## src/rtl/button_event_decoder.sv

```systemverilog
// Purpose : classify a clean, synchronous button level into one-cycle event pulses
//           (press, release, short press, long press, auto-repeat, double click).
// Latency : every pulse is registered on the same edge that samples the causing input
//           edge or timer expiry; held lags debounced_btn by one cycle.
// Backpressure: none; the decoder always accepts the input level and pulses are fire-and-forget.
//
// Ports:
//   clk            system clock, all logic on the rising edge
//   negated_reset  asynchronous active-low reset
//   debounced_btn  debounced button level, already synchronous to clk
//   held           registered copy of debounced_btn
//   press_pulse    rising edge seen
//   release_pulse  falling edge seen
//   short_press    single press released before the long count, no second press in the window
//   long_press     hold reached LONG_CYCLES
//   repeat_pulse   every REPEAT_CYCLES after long_press while still held
//   double_click   second press landed inside the window
module button_event_decoder #(
    parameter int LONG_CYCLES   = 50_000_000,
    parameter int WINDOW_CYCLES = 25_000_000,
    parameter int REPEAT_CYCLES = 10_000_000,
    parameter int CNT_W         = 27
) (
    input  logic clk,
    input  logic negated_reset,
    input  logic debounced_btn,
    output logic held,
    output logic press_pulse,
    output logic release_pulse,
    output logic short_press,
    output logic long_press,
    output logic repeat_pulse,
    output logic double_click
);

    typedef enum logic [2:0] {
        S_IDLE      = 3'd0,
        S_PRESSED   = 3'd1,
        S_LONG_HELD = 3'd2,
        S_WAIT      = 3'd3,
        S_SECOND    = 3'd4
    } state_t;

    // The timer is cleared on the edge that enters a state, so on the edge that is
    // N cycles later it reads N-1; compares therefore use the constant minus one.
    localparam logic [CNT_W-1:0] LONG_LAST   = CNT_W'(LONG_CYCLES - 1);
    localparam logic [CNT_W-1:0] WINDOW_LAST = CNT_W'(WINDOW_CYCLES - 1);
    localparam logic [CNT_W-1:0] REPEAT_LAST = CNT_W'(REPEAT_CYCLES - 1);

    state_t           state;
    logic [CNT_W-1:0] timer;
    logic [CNT_W-1:0] timer_nxt;
    logic             btn_prev;
    logic             rise;
    logic             fall;

    assign rise = debounced_btn & ~btn_prev;
    assign fall = ~debounced_btn & btn_prev;
    assign held = btn_prev;

    // Saturate instead of wrapping: states with no timeout (IDLE, SECOND) can sit
    // indefinitely and must never see a spurious match after a wrap.
    assign timer_nxt = (&timer) ? timer : timer + 1'b1;

    // Input edges are tested before timer expiry in every state, which gives the
    // required priority when both happen on the same edge.
    always_ff @(posedge clk or negedge negated_reset) begin
        if (!negated_reset) begin
            state         <= S_IDLE;
            timer         <= '0;
            btn_prev      <= 1'b0;
            press_pulse   <= 1'b0;
            release_pulse <= 1'b0;
            short_press   <= 1'b0;
            long_press    <= 1'b0;
            repeat_pulse  <= 1'b0;
            double_click  <= 1'b0;
        end else begin
            btn_prev      <= debounced_btn;
            press_pulse   <= 1'b0;
            release_pulse <= 1'b0;
            short_press   <= 1'b0;
            long_press    <= 1'b0;
            repeat_pulse  <= 1'b0;
            double_click  <= 1'b0;
            timer         <= timer_nxt;

            case (state)
                S_IDLE: begin
                    if (rise) begin
                        state       <= S_PRESSED;
                        timer       <= '0;
                        press_pulse <= 1'b1;
                    end
                end

                S_PRESSED: begin
                    if (fall) begin
                        state         <= S_WAIT;
                        timer         <= '0;
                        release_pulse <= 1'b1;
                    end else if (timer == LONG_LAST) begin
                        state      <= S_LONG_HELD;
                        timer      <= '0;
                        long_press <= 1'b1;
                    end
                end

                S_LONG_HELD: begin
                    if (fall) begin
                        state         <= S_IDLE;
                        timer         <= '0;
                        release_pulse <= 1'b1;
                    end else if (timer == REPEAT_LAST) begin
                        // Restart the period without leaving the state.
                        timer        <= '0;
                        repeat_pulse <= 1'b1;
                    end
                end

                S_WAIT: begin
                    if (rise) begin
                        state        <= S_SECOND;
                        timer        <= '0;
                        press_pulse  <= 1'b1;
                        double_click <= 1'b1;
                    end else if (timer == WINDOW_LAST) begin
                        state       <= S_IDLE;
                        timer       <= '0;
                        short_press <= 1'b1;
                    end
                end

                S_SECOND: begin
                    // A second press never escalates to long press or repeat.
                    if (fall) begin
                        state         <= S_IDLE;
                        timer         <= '0;
                        release_pulse <= 1'b1;
                    end
                end

                default: begin
                    state <= S_IDLE;
                    timer <= '0;
                end
            endcase
        end
    end

endmodule

```

## config.mk

```make
export PLATFORM = sky130hd
export DESIGN_NAME = button_event_decoder
export DESIGN_NICKNAME = d
export VERILOG_FILES = /design/src/rtl/button_event_decoder.sv
export SDC_FILE = /design/constraint.sdc
export NUM_CORES = 1
export LEC_CHECK = 0
export CORE_AREA = 2 2 79 81
export CTS_CLUSTER_DIAMETER = 60
export DETAILED_ROUTE_END_ITERATION = 12
export DIE_AREA = 0 0 81 83
export RECOVER_POWER = 50
export SLEW_MARGIN = 15
export SYNTH_ARGS = -nofsm -noshare
export SYNTH_HDL_FRONTEND = slang
export SYNTH_SLANG_ARGS = --single-unit
```

## constraint.sdc

```tcl
create_clock -name clk -period 2.9 [get_ports clk]
set_input_delay 0.725 -clock clk [delete_from_list [all_inputs] [get_ports clk]]
set_output_delay 0.725 -clock clk [all_outputs]
set_load 0.1 [all_outputs]
```

**Word level (Yosys, flattened, before mapping)**

Cells that the tools add are included.

- Output and inout port bits: 7
- Memory bits (writable): 0
- Memory bits (read-only): 0
- Memories: 0
- Input bits: 3
- Latch bits: 0
- Logic and storage cells: 62
- Bits in registers: 37

- $lt $le $gt $ge: 0
- Equality and inequality tests: 11
- Reductions and logical operators: 6
- Multiply operators: 0
- Bitwise gates (word level): 4
- Divide/modulo/power cells: 0
- Add/sub/neg operators: 1
- Shifts and indexed selects: 0
- Multiplexer cells: 31

Operators with widths:

| cell | number |
|---|---|
| $mux 27 | 9 |
| $pmux 27 s5 | 1 |
| $add 27x1->27 const B | 1 |
| $eq 27x24->1 const B | 1 |
| $eq 27x25->1 const B | 1 |
| $eq 27x26->1 const B | 1 |
| $reduce_and 27->1 | 1 |
| $mux 3 | 6 |
| $mux 1 | 14 |
| $pmux 3 s4 | 1 |
| $eq 3x2->1 const B | 2 |
| $ne 3x3->1 const B | 2 |
| $reduce_and 4->1 | 1 |
| $reduce_or 2->1 | 2 |
| $eq 3x1->1 const B | 1 |
| $eq 3x3->1 const B | 1 |
| $logic_not 3->1 | 1 |
| $reduce_or 3->1 | 1 |
| $and 1x1->1 | 2 |
| $ne 2x1->1 const B | 1 |
| $ne 2x2->1 const B | 1 |
| $not 1->1 | 2 |

**Depth between registers and ports, before layout**

- Word-level depth: 5
- Depth in mapped cells: 9
- Depth with buffers taken out: 7

**Least setup slack after synthesis**

No wires, ideal clock.

- Kind: register to register
- Start point: register timer[0]
- End point: register timer[8]
- Arrival time: 2311 ps
- Buffers on the path: 2
- Required time: 2780 ps
- Setup time: 120 ps
- Period minus slack after synthesis: 2431 ps
- Setup slack: 469 ps
- Cell stages (with the launch flop): 10
- Path through: dfrtp_1 -> ha_1 -> inv_1 -> or4_1 -> or4_4 -> a31oi_1 -> o32a_2 -> buf_6 -> buf_6 -> nor2_1

- Cells in the longest elaborated chain, start to end: 5
- Elaborated cells on any way between the ends: 15
- Classes of those cells: add/sub (1); eq/ne (3); mux (10); reduce/logical (1)

RTL lines:

| what | RTL line | source |
|---|---|---|
| start, declared | 51 | `logic [CNT_W-1:0] timer;` |
| start signal, assigned | 86 | `timer <= timer_nxt;` |
| $add 27x1->27 or $reduce_and 27->1 (tied branches) | 63 | `assign timer_nxt = (&timer) ? timer : timer + 1'b1;` |
| $mux 27 | 63 |  |
| $mux 27 (on tied branches) | 127, 102, 114 |  |
| $mux 27 (on tied branches) | 122, 110, 98 |  |
| $pmux 27 s5 (*) | 88 | `case (state)` |

Every way passes the cells marked *; elsewhere a longest branch is shown, timed or not.
A chain may end at the register's enable or synchronous reset.

**Worst setup path in the final report**

- Start point: register timer[0]
- End point: register timer[10]

Same word-level chain as after synthesis.

==> load_flow_metrics.sql <==
INSERT INTO impl_metrics (metric_group, metric, value, unit) VALUES
('timing', 'final-setup-viol-count', '0', ''),
('route', 'via_per_inst', '5.09', ''),
('floorplan', 'dieHeight', '83', 'um'),
('critical_path', 'crit_arrival', '2850', 'ps'),
('critical_path', 'slowest_stage', 'sky130_fd_sc_hd__or4_4', ''),
('hold_path', 'min_path_type', 'flop to flop', ''),
('timing', 'period_share', '0.919', ''),
('timing', 'report.final.hold_viol_count', '0', ''),
('critical_path', 'rr_startpoint', 'timer[0]$_DFF_PN0_', ''),
('floorplan', 'initial_utilization', '0.343', ''),
('synthesis', 'synthesis.instances', '214', ''),
('final_layout', 'antenna_cells_inserted', '0', ''),
('synthesis', 'synth_warnings', '0', ''),
('clock_network', 'cts-root-buf', 'sky130_fd_sc_hd__clkbuf_8', ''),
('critical_path', 'reg2reg_depth', '8', ''),
('floorplan', 'placeableCoreArea', '5820', 'um^2'),
('clock_network', 'clock_tree_from_tritoncts', 'yes', ''),
('synthesis', 'syn-cell-area', '1990', 'um^2'),
('synthesis', 'post_synth_top_cells', 'sky130_fd_sc_hd__dfrtp_1, sky130_fd_sc_hd__nor2_1, sky130_fd_sc_hd__nand2_1', ''),
('final_layout', 'fin_nets', '232', ''),
('timing', 'worst_clock_skew', '5.52', 'ps'),
('power_and_ir_drop', 'p_leak', '0.962', 'nW'),
('clock_network', 'clock_insertion_delay_worst_skew', '290', 'ps'),
('grt', 'combined_global_route_utilization_of_all_metal_layers', '0.132', ''),
('route', 'drt_first_pass_iters', '4', ''),
('grt', 'antenna_found_initial', '0', ''),
('place', 'port_buffers', '9', ''),
('final_layout', 'n_fill_cell', '639', ''),
('power_and_ir_drop', 'pwr_density_cell', '677', 'nW/um^2'),
('critical_path', 'crit_path_end_kind', 'flop', ''),
('synthesis', 'yosys.cell_types.count', '39', ''),
('place', 'gpl.final_weighted_congestion', '0.845', ''),
('critical_path', 'crit_family', 'simple AND/OR/NAND/NOR gates', ''),
('clock_network', 'cts_buffer_depth', '2', ''),
('flow_run', 'maxCapViolations', '1', ''),
('timing', 'slew_viol_final', '38', ''),
('critical_path', 'timing.setup.critical_path_class', 'flop to flop', ''),
('grt', 'first_global_vias', '1481', ''),
('floorplan', 'chipWidth', '81', 'um'),
('grt', 'grt_first_pass_wirelength', '7000', 'um'),
('route', 'number_of_design_rule_violations_left_by_the_first_detailed_router_iteration', '108', ''),
('route', 'post_drt_wl_per_cell', '13.3', 'um'),
('clock_network', 'path_clk_slew', '80', 'ps'),
('route', 'wl', '4040', 'um'),
('clock_network', 'post-cts-setup-buffers', '0', ''),
('place', 'dp.final_hpwl', '2840', 'um'),
('outcome', 'failed_checks', 'max-capacitance violations, max-slew violations', ''),
('synthesis', 'synth-main-ff-cell', 'sky130_fd_sc_hd__dfrtp_1', ''),
('hold_path', 'hold_path_startpoint', 'state[2]$_DFFE_PN0P_', ''),
('outcome', 'run_status', 'complete, but fails checks', ''),
('floorplan', 'dieArea', '6720', 'um^2'),
('route', 'routed-via-count', '1548', ''),
('floorplan', 'io_pins', '10', ''),
('grt', 'globalRoute.totalOverflow', '0', ''),
('power_and_ir_drop', 'worst_ir_drop_vdd', '0.442', 'mV'),
('floorplan', 'floorplan.rows', '28', ''),
('critical_path', 'required', '3090', 'ps'),
('timing', 'fmax', '375', 'MHz'),
('critical_path', 'setup.worst_path.start_class', 'flop', ''),
('synthesis', 'netlist_top_cells_area', 'sky130_fd_sc_hd__dfrtp_1, sky130_fd_sc_hd__nor2_1, sky130_fd_sc_hd__xnor2_1', ''),
('timing', 'finalSetupTns', '0', 'ps'),
('critical_path', 'critical_path_buf_inv_count', '2', ''),
('final_layout', 'final_core_util', '0.391', ''),
('route', 'drt.antenna.violating_nets', '0', ''),
('hold_path', 'worst_hold_path.num_cells', '1', ''),
('clock_network', 'tritoncts.num_buffers', '5', ''),
('critical_path', 'regToRegSetupSlack', '230', 'ps'),
('critical_path', 'slowest_delay', '580', 'ps'),
('synthesis', 'synth-async-reset-ratio', '1.00', ''),
('hold_path', 'endpoint_with_the_worst_hold_slack', 'press_pulse$_DFF_PN0_', ''),
('clock_network', 'hold_buf_cts', '0', '');
[cell families after synthesis]
kind of cell	after synthesis	share of synthesized area
and+or+nand+nor	120	0.317
DFF	37	0.465
xor gates and xnor gates	24	0.106
AOI/OAI and AO/OA	20	0.0653
buffers and inverters	10	0.0308
muxes	2	0.0101
adders and majority gates	1	0.00628
[how the worst max path moves through the flow]
stage | startpoint | to | slack, ps | depth (start not counted)
3_5_place_dp | timer[0]$_DFF_PN0_ | timer[8]$_DFF_PN0_ | 250 | 8
3_3_place_gp | timer[0]$_DFF_PN0_ | timer[8]$_DFF_PN0_ | 300 | 8
2_1_floorplan | timer[0]$_DFF_PN0_ | timer[8]$_DFF_PN0_ | 470 | 9
6_report | timer[0]$_DFF_PN0_ | timer[10]$_DFF_PN0_ | 230 | 8
4_1_cts | timer[0]$_DFF_PN0_ | timer[6]$_DFF_PN0_ | 220 | 8
5_1_grt | timer[1]$_DFF_PN0_ | timer[18]$_DFF_PN0_ | 40 | 8
[registers in the layout, indices dropped and copies added (netlist names)]
register / count
repeat_pulse: 1
held: 1
long_press: 1
press_pulse: 1
release_pulse: 1
timer: 27
double_click: 1
short_press: 1
state: 3
[metrics by stage]
stage / worst slack (ps) / cell area, um^2 / power, mW / hold WS (ps) / std cells
floorplan: 469 / 1990 / 0.969 / 429 / 214
global placement: 305 / 2140 / 1.02 / 501 / 296
detailed placement: 246 / 2140 / 1.02 / 497 / 296
CTS: 218 / 2270 / 1.55 / 519 / 304
global route: 41.7 / 2270 / 1.63 / 569 / 304
finish: 234 / 2270 / 1.54 / 518 / 304
[area by class of cell]
class,instances,area (um^2),share of cell area
Clock buffer,5,68.8,0.0303
Clock inverter,3,65.1,0.0286
Inverter,3,11.3,0.00495
Multi-Input combinational cell,167,1000,0.442
Sequential cell,37,926,0.407
Tap cell,75,93.8,0.0413
Timing Repair Buffer,14,104,0.0457
[worst reg2reg max path, delay by kind of cell (launching register included)]
family / cells / cell delay (ps)
buffers and inverters: 2 / 280
and+or+nand+nor: 3 / 1150
adders and majority gates: 1 / 240
AOI/OAI and AO/OA: 2 / 480
DFF: 1 / 400
[routing by layer]
layer / track usage / wire [um] / vias to the layer above
met4: 0.0616 / 83 / 0
met3: 0.0304 / 153 / 10
li1: - / - / 776
met5: 0 / 0 / -
met1: 0.184 / 2020 / 738
met2: 0.193 / 1780 / 24
[layout by cell type, fill, tap and decap left out, types with 2 or more instances in the layout]
master,Yosys,layout
sky130_fd_sc_hd__or4_1,3,3
sky130_fd_sc_hd__nand2_1,16,16
sky130_fd_sc_hd__and4_1,3,3
sky130_fd_sc_hd__nor3b_1,2,2
sky130_fd_sc_hd__nand4_1,10,10
sky130_fd_sc_hd__o21ai_0,5,5
sky130_fd_sc_hd__nor2_1,37,37
sky130_fd_sc_hd__or3_1,3,3
sky130_fd_sc_hd__nor2b_1,5,5
sky130_fd_sc_hd__a21oi_1,6,6
sky130_fd_sc_hd__o311ai_0,2,2
sky130_fd_sc_hd__nand3_1,9,9
sky130_fd_sc_hd__xnor2_1,12,12
sky130_fd_sc_hd__nor3_1,8,8
sky130_fd_sc_hd__clkbuf_8,0,5
sky130_fd_sc_hd__xor2_1,12,12
sky130_fd_sc_hd__inv_1,3,3
sky130_fd_sc_hd__and3_1,13,13
sky130_fd_sc_hd__buf_4,0,12
sky130_fd_sc_hd__dfrtp_1,37,37
sky130_fd_sc_hd__mux2i_1,2,2
sky130_fd_sc_hd__nand2b_1,3,3
sky130_fd_sc_hd__bufinv_16,0,2
[report_power, final]
group,internal (mW),switching [mW]
logic,0.129,0.256
registers,0.559,0.0607
clock network,0.342,0.192
total,1.03,0.509
Power figures use the tool's default switching activity.
